<file path="src/rtl/serial_phy_pkg.sv">
// Shared definitions for the serial PHY lane (transmitter and receiver).
// Latency: n/a (constants and types only).
// Backpressure: n/a.
package serial_phy_pkg;

  // Comma symbol, also used as idle fill between data bytes
  localparam logic [7:0] COM_SYM  = 8'hBC;
  localparam logic [7:0] IDLE_SYM = COM_SYM;

  // Commas sent after reset before the lane accepts data
  localparam int unsigned SYNC_COUNT_DEF = 4;

  typedef enum logic {
    SYNC   = 1'b0,
    ACTIVE = 1'b1
  } phy_state_e;

endpackage

</file>
<file path="src/rtl/paralelo_serial_tx.sv">
// Byte-to-serial transmitter: MSB-first, 8 clk_32f cycles per symbol, comma sync then idle fill.
// Latency: accepted byte reaches data_out 1..8 cycles later, after the next symbol boundary.
// Backpressure: one-byte holding buffer; ready_out low during sync or while the buffer is full.
module paralelo_serial_tx #(
  parameter int unsigned SYNC_COUNT = serial_phy_pkg::SYNC_COUNT_DEF,
  parameter logic [7:0]  IDLE_SYM   = serial_phy_pkg::IDLE_SYM
) (
  input  logic       clk_32f,
  input  logic       reset,
  input  logic [7:0] data_in,
  input  logic       valid_in,
  output logic       ready_out,
  output logic       data_out,
  output logic       byte_start,
  output logic       tx_active
);
  import serial_phy_pkg::*;

  localparam logic [3:0] SYNC_LAST = 4'(SYNC_COUNT - 1);

  phy_state_e state;
  phy_state_e state_nxt;
  logic [3:0] sync_cnt;
  logic [3:0] sync_cnt_nxt;
  logic [2:0] bit_cnt;
  logic [7:0] shift;
  logic [7:0] sym;
  logic       hold_valid;
  logic [7:0] hold_data;
  logic       load;
  logic       pop;
  logic       accept;

  // A new symbol is chosen whenever the bit counter wraps to zero
  assign load      = (bit_cnt == 3'd0);
  assign ready_out = (state == ACTIVE) && !hold_valid;
  assign accept    = valid_in && ready_out;
  assign tx_active = (state == ACTIVE);

  // State register: sync phase progress and mode
  always_ff @(posedge clk_32f) begin
    if (reset) begin
      state    <= SYNC;
      sync_cnt <= 4'd0;
    end else begin
      state    <= state_nxt;
      sync_cnt <= sync_cnt_nxt;
    end
  end

  // Next-state and symbol selection; only load edges can change mode
  always_comb begin
    state_nxt    = state;
    sync_cnt_nxt = sync_cnt;
    sym          = IDLE_SYM;
    pop          = 1'b0;
    if (load) begin
      case (state)
        SYNC: begin
          sync_cnt_nxt = sync_cnt + 4'd1;
          if (sync_cnt == SYNC_LAST) begin
            state_nxt = ACTIVE;
          end
        end
        ACTIVE: begin
          if (hold_valid) begin
            sym = hold_data;
            pop = 1'b1;
          end
        end
        default: state_nxt = SYNC;
      endcase
    end
  end

  // Serialiser: load a full symbol, then walk down from bit 6 to bit 0
  always_ff @(posedge clk_32f) begin
    if (reset) begin
      bit_cnt    <= 3'd0;
      shift      <= 8'd0;
      data_out   <= 1'b0;
      byte_start <= 1'b0;
    end else if (load) begin
      shift      <= sym;
      data_out   <= sym[7];
      byte_start <= 1'b1;
      bit_cnt    <= 3'd1;
    end else begin
      data_out   <= shift[3'd7 - bit_cnt];
      byte_start <= 1'b0;
      bit_cnt    <= bit_cnt + 3'd1;
    end
  end

  // Holding buffer: accept and pop never coincide since accept needs it empty
  always_ff @(posedge clk_32f) begin
    if (reset) begin
      hold_valid <= 1'b0;
      hold_data  <= 8'd0;
    end else if (accept) begin
      hold_valid <= 1'b1;
      hold_data  <= data_in;
    end else if (pop) begin
      hold_valid <= 1'b0;
    end
  end

endmodule

</file>
<file path="config.mk">
export PLATFORM = sky130hd
export DESIGN_NAME = paralelo_serial_tx
export DESIGN_NICKNAME = d
export VERILOG_FILES = /design/src/rtl/serial_phy_pkg.sv /design/src/rtl/paralelo_serial_tx.sv
export SDC_FILE = /design/constraint.sdc
export NUM_CORES = 1
export LEC_CHECK = 0
export ABC_AREA = 0
export CAP_MARGIN = 20
export CORE_MARGIN = 2
export CORE_UTILIZATION = 45
export CTS_BUF_LIST = sky130_fd_sc_hd__clkbuf_8
export DETAILED_ROUTE_END_ITERATION = 12
export PLACE_DENSITY = 0.68
export RECOVER_POWER = 100
export SLEW_MARGIN = 20
export SYNTH_ARGS = -nofsm -noshare
export SYNTH_HDL_FRONTEND = slang
export SYNTH_SLANG_ARGS = --single-unit
</file>
<file path="constraint.sdc">
create_clock -name clk_32f -period 1.55 [get_ports clk_32f]
set_input_delay 0.3875 -clock clk_32f [delete_from_list [all_inputs] [get_ports clk_32f]]
set_output_delay 0.3875 -clock clk_32f [all_outputs]
set_load 0.005 [all_outputs]
</file>
==> metrics, run 1 <==
mapped cell area=1086 sq um; crit path DAT=roughly 1.1 ns; commonest non-fill, non-tap cell in the layout=dfxtp_1; GR Util All Layers=roughly 18%; setup TNS=0 ns; reg2reg path depth=6; syn avg cell area=8.830 sq um; fin. max-slew vios=0; gr ovfl total=0; # DRC=0; post-synth top area share=49.77%; Final Setup Violations=0; Clk pin slew, worst setup/hold paths=approximately 0.080 ns; final hold viol count=0; CP Capture Type=output pin; Die Width=about 53 um; RSZ-0062 raised after global routing=no; row cnt=17; vias in the first global route=890; reg2reg start=bit_cnt[1]; EDFF count, synth=0; Worst Hold End=shift[7]; total die area=~2800 sq um; ANT nets after route=0; clock root cell=clkbuf_8; Floorplan Core Area=approximately 2300 sq um; Synth area leaders=dfxtp_1 50%, nor2_1 5.9%, nand2_1 5.2%; top-level I/O count=15; H-tree Lvls=1; dominant synthesized flop cell=dfxtp_1; share of layout cells above drive strength 1=between 10% and 20%; Min-Delay Startpoint=shift[7]; Synth Instances=~120; Cell Chain, Critical Path=clkdlybuf4s50_1; wire length per cell=12.11 um; critical path's top delay family=buffers and inverters; clock buffer depth=2; antenna cells=0; Min-Delay Path Depth=2; Hold Worst Slack=about 0.45 ns; dpl hpwl=about 1.6 mm; Peak Freq=between 0.6 and 0.7 GHz; most frequent cells in the layout=26 x dfxtp_1, 17 x nor2_1, 16 x nand2_1; Pwr Total=between 0.001 and 0.0015 W; initial antenna violation count=0; yosys warns=0; worst hold-check path type=reg -> reg; PortBufs=14; sequential cell area fraction in the yosys report=~50%; cell taking the most area after synthesis=dfxtp_1; final WL=2.071 mm; Initial DRC Count=14; Vias=between 900 and 1000; max-cap viol count=0; Req. time, crit path=between 1 and 1.5 ns; Worst Path Max Fanout=3; Layout Cells excl Fill=171; Die Ht=between 50 and 60 um; slowest stage delay, CP=~0.53 ns; Syn Nets=between 100 and 150; setup slack, reg-to-reg=0.14 ns; Sink Count=27; fraction of registers with async set/reset=0%; largest net degree at the start of global routing=16; Worst Clk Skew=0.005255 ns; #FFs+latches synth=27; maximum vdd drop=~570 uV; Num CTS Buffers=3; status=finished, final reports clean; fin nets=about 160; Leak Pwr=between 0.5 and 0.6 nW; Worst-Margin Slew=0.3146 ns; Final Wtd Congestion=between 0.7 and 0.8; cell at the slowest stage of the critical path=clkdlybuf4s50_1; vias per cell=about 5.3; crit path buf inv count=1; Tcrit/Tclk final=a little over nine tenths; Rel. slew slack=approximately four fifths; minimum clock period=about 1.5 ns; Initial Util=about half; CTS tree=built; Pwr per Cell Area=roughly 1000 nW/um^2; Area Growth Syn to Fin=22.47%; placed insts=~170; Startpoint Class=flip-flop; critical path class=reg -> out; drt first pass iters=4; Clk Latency, worst-skew pair=around 0.27 ns; Reg-to-Reg End=tx_active; Netlist cell types=27; first-pass GRT wire length=roughly 3.7 mm
Yosys cell counts (all sizes together), types with 3 or more instances:
library cell,count
o22ai,5
nand2,16
a21oi,11
nor2,17
buf,4
clkbuf,4
ha,3
a22oi,3
dfxtp,27
o21ai,3
mux2i,4
nand3,9
where the power goes:
group          internal [W]  leakage, nW  total [W]  switching [W]
Combinational      0.000111        0.257   0.000207      0.0000961
Clock              0.000180       0.0255   0.000382       0.000202
Sequential         0.000736        0.221   0.000763      0.0000276
Total               0.00103        0.504    0.00135       0.000326
final cells by class:
cell class / instances / area, sq um
clock buffers: 3 / 41.29
clock inverters: 1 / 5.005
fillers: 220 / 924.6
inverters: 2 / 7.507
multi-input cells: 86 / 489.2
flip-flops and latches: 27 / 541.8
well taps: 28 / 35.03
repair buffers: 24 / 210.2
state kept, by name, indices dropped and copies added, names as in the netlist:
register and cells:
sync_cnt 4, tx_active 1, byte_start 1, hold_data 8, shift 8, hold_valid 1, data_out 1, bit_cnt 3
cell families after synthesis:
family | after synthesis | share of synthesized area (%)
compound gates | 24 | 12.79
buf+inv | 10 | 4.724
flops | 27 | 49.77
fa+ha+maj | 3 | 3.457
mux | 5 | 4.724
simple gates | 51 | 22.12
xor+xnor | 3 | 2.420
worst max path at each step:
stage	slack (ns)	start	depth (start not counted)	to
floorplan	0.13	bit_cnt[0]	8	shift[2]
global placement	0.15	tx_active	2	ready_out
detailed placement	0.14	valid_in	4	hold_data[0]
CTS	0.01	tx_active	1	tx_active
global route	0.0003	tx_active	1	tx_active
finish	0.03	tx_active	1	tx_active
per-layer routing:
metal	track usage (%)	vias to the layer above	wire length, um
met5	0	-	0
met4	10.68	0	41
met3	2.542	4	54
met2	29.79	16	946
met1	22.59	422	1028
li1	-	460	-
stage by stage:
step	utilization [%]	worst slack, ns	cell area, sq um
after global placement	57.33	0.1525	1292
after global routing	58.99	0.0003182	1330
after floorplan	-	0.1343	1086
final	58.99	0.03398	1330
after CTS	59.49	0.01497	1341
after detailed placement	57.33	0.1365	1292
repair_timing:
item                       4_1_cts  5_1_grt
hold buffers                     0        0
buffers inserted                 0        0
resized for setup                3        0
setup endpoints to repair        2        0
Power figures use the tool's default switching activity.
==> run 2, diff against run 1 <==
==> constraint.sdc (replaced) <==
create_clock -name clk_32f -period 1.5 [get_ports clk_32f]
set_input_delay 0.375 -clock clk_32f [delete_from_list [all_inputs] [get_ports clk_32f]]
set_output_delay 0.375 -clock clk_32f [all_outputs]
set_load 0.005 [all_outputs]
==> run 2 against run 1 <==
Sequential share of layout area is 0.21 points higher. Core utilization is 0.17 points lower. Die area stayed put. Clock-buffer cell count stayed put. Critical path depth stayed put. Largest power group unchanged. Final cell count stayed put. Highest routed layer unchanged. Routed wire length is 5.6% higher. Hold slack better by 0.0074 ns. Total power is 3.5% higher. Clock power is 2% higher. Global-route usage is 0.90 points higher. Non-clock buffer count stayed put.
==> metrics, run 2 (same netlist as run 1, synthesis figures left out) <==
top-level I/O count=15 (unchanged); status=finished, final reports clean; RSZ-0062 raised after global routing=no; setup bufs post-CTS=0 (unchanged); final WL=2.186 mm (+5.6%); total die area=2822 sq um (unchanged); Initial DRC Count=7 (-7); Sink Count=27 (unchanged); Die Width=53.13 um (unchanged); Die Ht=53.13 um (unchanged); Rel. slew slack=79.43% (+0.45 points); Initial Util=48.17% (unchanged); critical path's top delay family=buffers and inverters; setup TNS=0 ns (unchanged); switching part of the total=24.35% (+0.24 points); most frequent cells in the layout=25 x dfxtp_1, 17 x nor2_1, 16 x nand2_1; slowest stage delay, CP=0.49 ns (-0.04 ns); initial antenna violation count=0 (unchanged); share of layout cells above drive strength 1=12.59% (+0.70 points); clock network fraction of design power=27.8% (-0.4 points); CTS tree=built; Area Growth Syn to Fin=22.12%; dpl hpwl=1.685 mm (+4.0%); Tcrit/Tclk final=a little over nine tenths; CP Capture Type=output pin; cell at the slowest stage of the critical path=clkdlybuf4s50_1; largest net degree at the start of global routing=15 (-1); Worst-Margin Slew=0.3082 ns (-0.006393 ns); Peak Freq=0.6903 GHz; row cnt=17 (unchanged); Design Area, Final=1326 sq um (-0.28%); Cell Chain, Critical Path=clkdlybuf4s50_1; Pwr per Cell Area=1054 nW/um^2 (+3.7%); vias per cell=5.251 (-0.44%); top flop regs=hold_data (8), shift (8), sync_cnt (4); crit path buf inv count=1 (unchanged); Core Util, Final=58.82% (-0.17 points); combinational power share=15.7% (+0.4 points); wire length per cell=12.78 um (+5.6%); Clk Latency, worst-skew pair=0.26 ns (about the same); GR Util All Layers=19.11% (+0.90 points); critical path class=reg -> out; clock root cell=clkbuf_8; crit path DAT=1.07 ns (-0.06 ns); Floorplan Core Area=2255 sq um (unchanged); minimum clock period=1.449 ns; Worst Clk Skew=0.002302 ns (-0.002953 ns); max-cap viol count=0 (unchanged); clock buffer depth=2 (unchanged); Pint=0.001058 W (+3.1%); antenna cells=0 (unchanged); Psw=0.0003405 W (+4.5%); Cell Area, Placed=1292 sq um (unchanged); Final Setup Violations=0 (unchanged); setup slack, reg-to-reg=0.15 ns (about the same); Final Wtd Congestion=0.7972 (+1.7%); fin. max-slew vios=0 (unchanged); ANT nets after route=0 (unchanged); maximum vdd drop=640.2 uV (+12%); gr ovfl total=0 (unchanged); worst hold-check path type=reg -> reg; Startpoint Class=flip-flop; Worst Path Max Fanout=1 (-2); H-tree Lvls=1 (unchanged); final hold viol count=0 (unchanged); vias in the first global route=921 (+3.5%); # DRC=0 (unchanged); Num CTS Buffers=3 (unchanged); sequential fraction of design power=56.4% (about the same); Leak Pwr=0.5127 nW (+1.8%); fin nets=158 (unchanged); Req. time, crit path=1.12 ns (-0.04 ns); first-pass GRT wire length=3.877 mm (+4.8%); drt first pass iters=4 (unchanged); PortBufs=14 (unchanged); Clk pin slew, worst setup/hold paths=0.08 ns (about the same); Vias=898 (-0.44%); commonest non-fill, non-tap cell in the layout=dfxtp_1
run 2: cell types whose count changed in the layout (fill, tap and decap cells not counted), sizes merged:
cell	previous run	this run
buf	9	6
clkbuf	4	7
clkdlybuf4s25	0	1
clkdlybuf4s50	12	11
clkinv	1	0
dlygate4sd2	1	2
dlygate4sd3	1	0
inv	2	3
run 2: worst reg2reg max path: cells and delay by family (launching register included):
family                     cells  cell delay (ns)
adders and majority gates      1             0.22
DFF                            1             0.38
and+or+nand+nor                2             0.32
AOI/OAI and AO/OA              1             0.11
buffers and inverters          2             0.27
run 2: metal layers:
metal  routed length [um]  global-route usage [%]  vias up
li1                     -                       -      460
met1                 1054                   22.63      427
met2                 1063                   33.75        9
met3                   51                   3.390        2
met4                   16                   7.692        0
met5                    0                       0        -
run 2: worst paths after layout:
check | cells after the start | end | start
setup / recovery | 1 | data_out | data_out
hold reg to reg | 2 | hold_data[7] | hold_data[7]
setup reg to reg | 6 | shift[6] | bit_cnt[1]
hold / removal | 2 | hold_data[7] | hold_data[7]
run 2: power groups by stage:
stage | Clock (W) | Sequential, W | Combinational (W)
floorplan | 0 | 0.000800 | 0.000136
CTS | 0.000404 | 0.000789 | 0.000229
finish | 0.000389 | 0.000789 | 0.000220
global route | 0.000442 | 0.000794 | 0.000248
detailed placement | 0 | 0.000806 | 0.000229
global placement | 0 | 0.000802 | 0.000220
run 2: stage by stage:
step / cells / total power [W] / hold slack (ns) / setup slack [ns]
final: 171 / 0.001398 / 0.4595 / 0.05137
after global routing: 171 / 0.001484 / 0.4807 / 0.005133
after detailed placement: 167 / 0.001034 / 0.4519 / 0.08768
after global placement: 167 / 0.001022 / 0.4418 / 0.1223
after floorplan: 123 / 0.0009357 / 0.4218 / 0.08428
after CTS: 171 / 0.001423 / 0.4618 / 0.02359
run 2: area by class of cell:
cell class / instances / area, sq um
repair buffers: 24 / 201.4
clock buffers: 3 / 41.29
well taps: 28 / 35.03
fillers: 242 / 928.4
inverters: 2 / 7.507
clock inverters: 1 / 3.754
flip-flops and latches: 27 / 543.0
multi-input cells: 86 / 494.2
run 2: timing repair:
action                     CTS  global route
setup endpoints to repair    2             8
pin swaps                    0             0
resized for setup            5             4
hold buffers                 0             0
==> run 3, diff against run 2 <==
==> constraint.sdc (replaced) <==
create_clock -name clk_32f -period 1.5 [get_ports clk_32f]
set_input_delay 0.3 -clock clk_32f [delete_from_list [all_inputs] [get_ports clk_32f]]
set_output_delay 0.3 -clock clk_32f [all_outputs]
set_load 0.005 [all_outputs]
==> run 3 against run 2 <==
Hold slack better by 0.0039 ns. Total power up 2.7%. Die area unchanged. Routed wire length down 3.6%. Maximum frequency grew 3.8%. Register-to-register slack got worse by 0.02 ns. Global-route usage down 1.6 points. Largest power group unchanged. Sequential share of layout area down 0.23 points.
==> metrics, run 3 (same netlist as run 1, synthesis figures left out) <==
cell at the slowest stage of the critical path=clkdlybuf4s50_1; setup TNS=0 ns (unchanged); ANT nets after route=0 (unchanged); vias in the first global route=837 (-9.1%); GR Util All Layers=17.51% (-1.6 points); Worst-Margin Slew=0.2995 ns (-0.008688 ns); CTS tree=built; top flop regs=hold_data (8), shift (8), sync_cnt (4); Die Ht=53.13 um (unchanged); Clk Latency, worst-skew pair=0.29 ns (+0.03 ns); top-level I/O count=15 (unchanged); # DRC=0 (unchanged); gr ovfl total=0 (unchanged); RSZ-0062 raised after global routing=yes; Tcrit/Tclk final=93.08% (-3.5 points); Final Setup Violations=0 (unchanged); row cnt=17 (unchanged); max-cap viol count=0 (unchanged); Area Growth Syn to Fin=22.23% (about the same); fin. max-slew vios=0 (unchanged); Core Util, Final=58.88% (about the same); CTS Hold Buffers Added=0 (unchanged); status=finished, final reports clean; Rel. slew slack=79.98% (+0.56 points); final WL=2.107 mm (-3.6%); first-pass GRT wire length=3.546 mm (-8.5%); crit path buf inv count=1 (unchanged); Num CTS Buffers=3 (unchanged); Initial DRC Count=8 (+1); Final Wtd Congestion=0.7547 (-5.3%); Sink Count=27 (unchanged); most frequent cells in the layout=27 x dfxtp_1, 17 x nor2_1, 16 x nand2_1; setup slack, reg-to-reg=0.13 ns (-0.02 ns); Cell Chain, Critical Path=clkdlybuf4s50_1; worst hold-check path type=reg -> reg; Vias=882 (-1.8%); dpl hpwl=1.608 mm (-4.6%); final hold viol count=0 (unchanged); fin nets=158 (unchanged); share of layout cells above drive strength 1=11.89% (-0.70 points); clock root cell=clkbuf_8; Worst Clk Skew=0.01443 ns (+0.01213 ns); Peak Freq=0.7162 GHz (+3.8%); reg2reg path depth=7 (+1); Worst Path Max Fanout=1 (unchanged); drt first pass iters=4 (unchanged); crit path DAT=1.10 ns (+0.03 ns); critical path's top delay family=buffers and inverters; Pwr per Cell Area=1082 nW/um^2 (+2.6%); setup bufs post-CTS=0 (unchanged); Req. time, crit path=1.20 ns (+0.08 ns); CP Depth=1 (unchanged); PortBufs=14 (unchanged); minimum clock period=1.396 ns (-0.05243 ns); commonest non-fill, non-tap cell in the layout=dfxtp_1; worst setup path start=data_out; wire length per cell=12.32 um (-3.6%); vias per cell=5.158 (-1.8%); reg2reg start=bit_cnt[1]; slowest stage delay, CP=0.49 ns (about the same); Reg-to-Reg End=hold_valid; Worst Setup EP=data_out; CP Capture Type=output pin; initial antenna violation count=0 (unchanged); Leak Pwr=0.5073 nW (-1.1%); maximum vdd drop=903.7 uV (+41%); antenna cells=0 (unchanged); Die Width=53.13 um (unchanged); Floorplan Core Area=2255 sq um (unchanged); critical path class=reg -> out; Startpoint Class=flip-flop; largest net degree at the start of global routing=17 (+2); Clk pin slew, worst setup/hold paths=0.10 ns (+0.02 ns); H-tree Lvls=1 (unchanged); total die area=2822 sq um (unchanged); clock buffer depth=2 (unchanged); Initial Util=48.17% (unchanged)
run 3: cell count changes in the layout (fill, tap and decap cells not counted):
| cell | change |
|---|---|
| clkbuf_2 | +1 |
| clkdlybuf4s50_1 | +1 |
| and2_0 | -1 |
| inv_1 | -1 |
| dfxtp_1 | +2 |
| buf_4 | +1 |
| clkdlybuf4s25_1 | -1 |
| buf_2 | -1 |
| clkbuf_4 | -1 |
| clkinvlp_4 | +1 |
| and2_1 | +1 |
| dfxtp_2 | -2 |
run 3: routing by layer:
layer / wire [um] / vias to the layer above / GRT usage (%)
li1: - / 460 / -
met1: 1010 / 405 / 20.39
met2: 988 / 14 / 30.21
met3: 92 / 3 / 5.932
met4: 15 / 0 / 5.128
met5: 0 / - / 0
run 3: final cells by class:
cell class | instances | area [sq um]
Tap cell | 28 | 35.03
Sequential cell | 27 | 540.5
Clock buffer | 3 | 41.29
Fill cell | 217 | 927.1
Clock inverter | 1 | 7.507
Inverter | 2 | 7.507
Multi-Input combinational cell | 86 | 494.2
Timing Repair Buffer | 24 | 201.4
run 3: what timing repair did:
item,in CTS,in global routing
hold endpoints to repair,0,0
setup endpoints to repair,2,5
pin swaps,0,0
resized for setup,5,1
run 3: how the worst min path moves through the flow:
stage	startpoint	slack, ns	endpoint	cells past startpoint
5_1_grt	hold_data[2]	0.48	hold_data[2]	2
3_5_place_dp	hold_data[3]	0.45	hold_data[3]	2
2_1_floorplan	shift[7]	0.42	shift[7]	2
6_report	hold_data[3]	0.46	hold_data[3]	2
3_3_place_gp	shift[7]	0.43	shift[7]	2
4_1_cts	hold_data[3]	0.46	hold_data[3]	2
run 3: through the flow:
stage          power [W]  instance area [sq um]  hold WS, ns  setup WS, ns  cells
6_report        0.001437                   1328       0.4634        0.1038    171
5_1_grt         0.001500                   1328       0.4772     -0.001300    171
4_1_cts         0.001451                   1346       0.4648       0.09662    171
3_5_place_dp    0.001027                   1292       0.4517        0.1542    167
3_3_place_gp    0.001018                   1292       0.4319        0.1698    167
2_1_floorplan  0.0009357                   1086       0.4218       0.08428    123
run 3: report_power, final:
part	leakage [nW]	internal, W	switching [W]
registers	0.221	0.000760	0.0000284
clock network	0.0217	0.000189	0.000245
logic	0.265	0.000113	0.000101
total	0.507	0.00106	0.000374
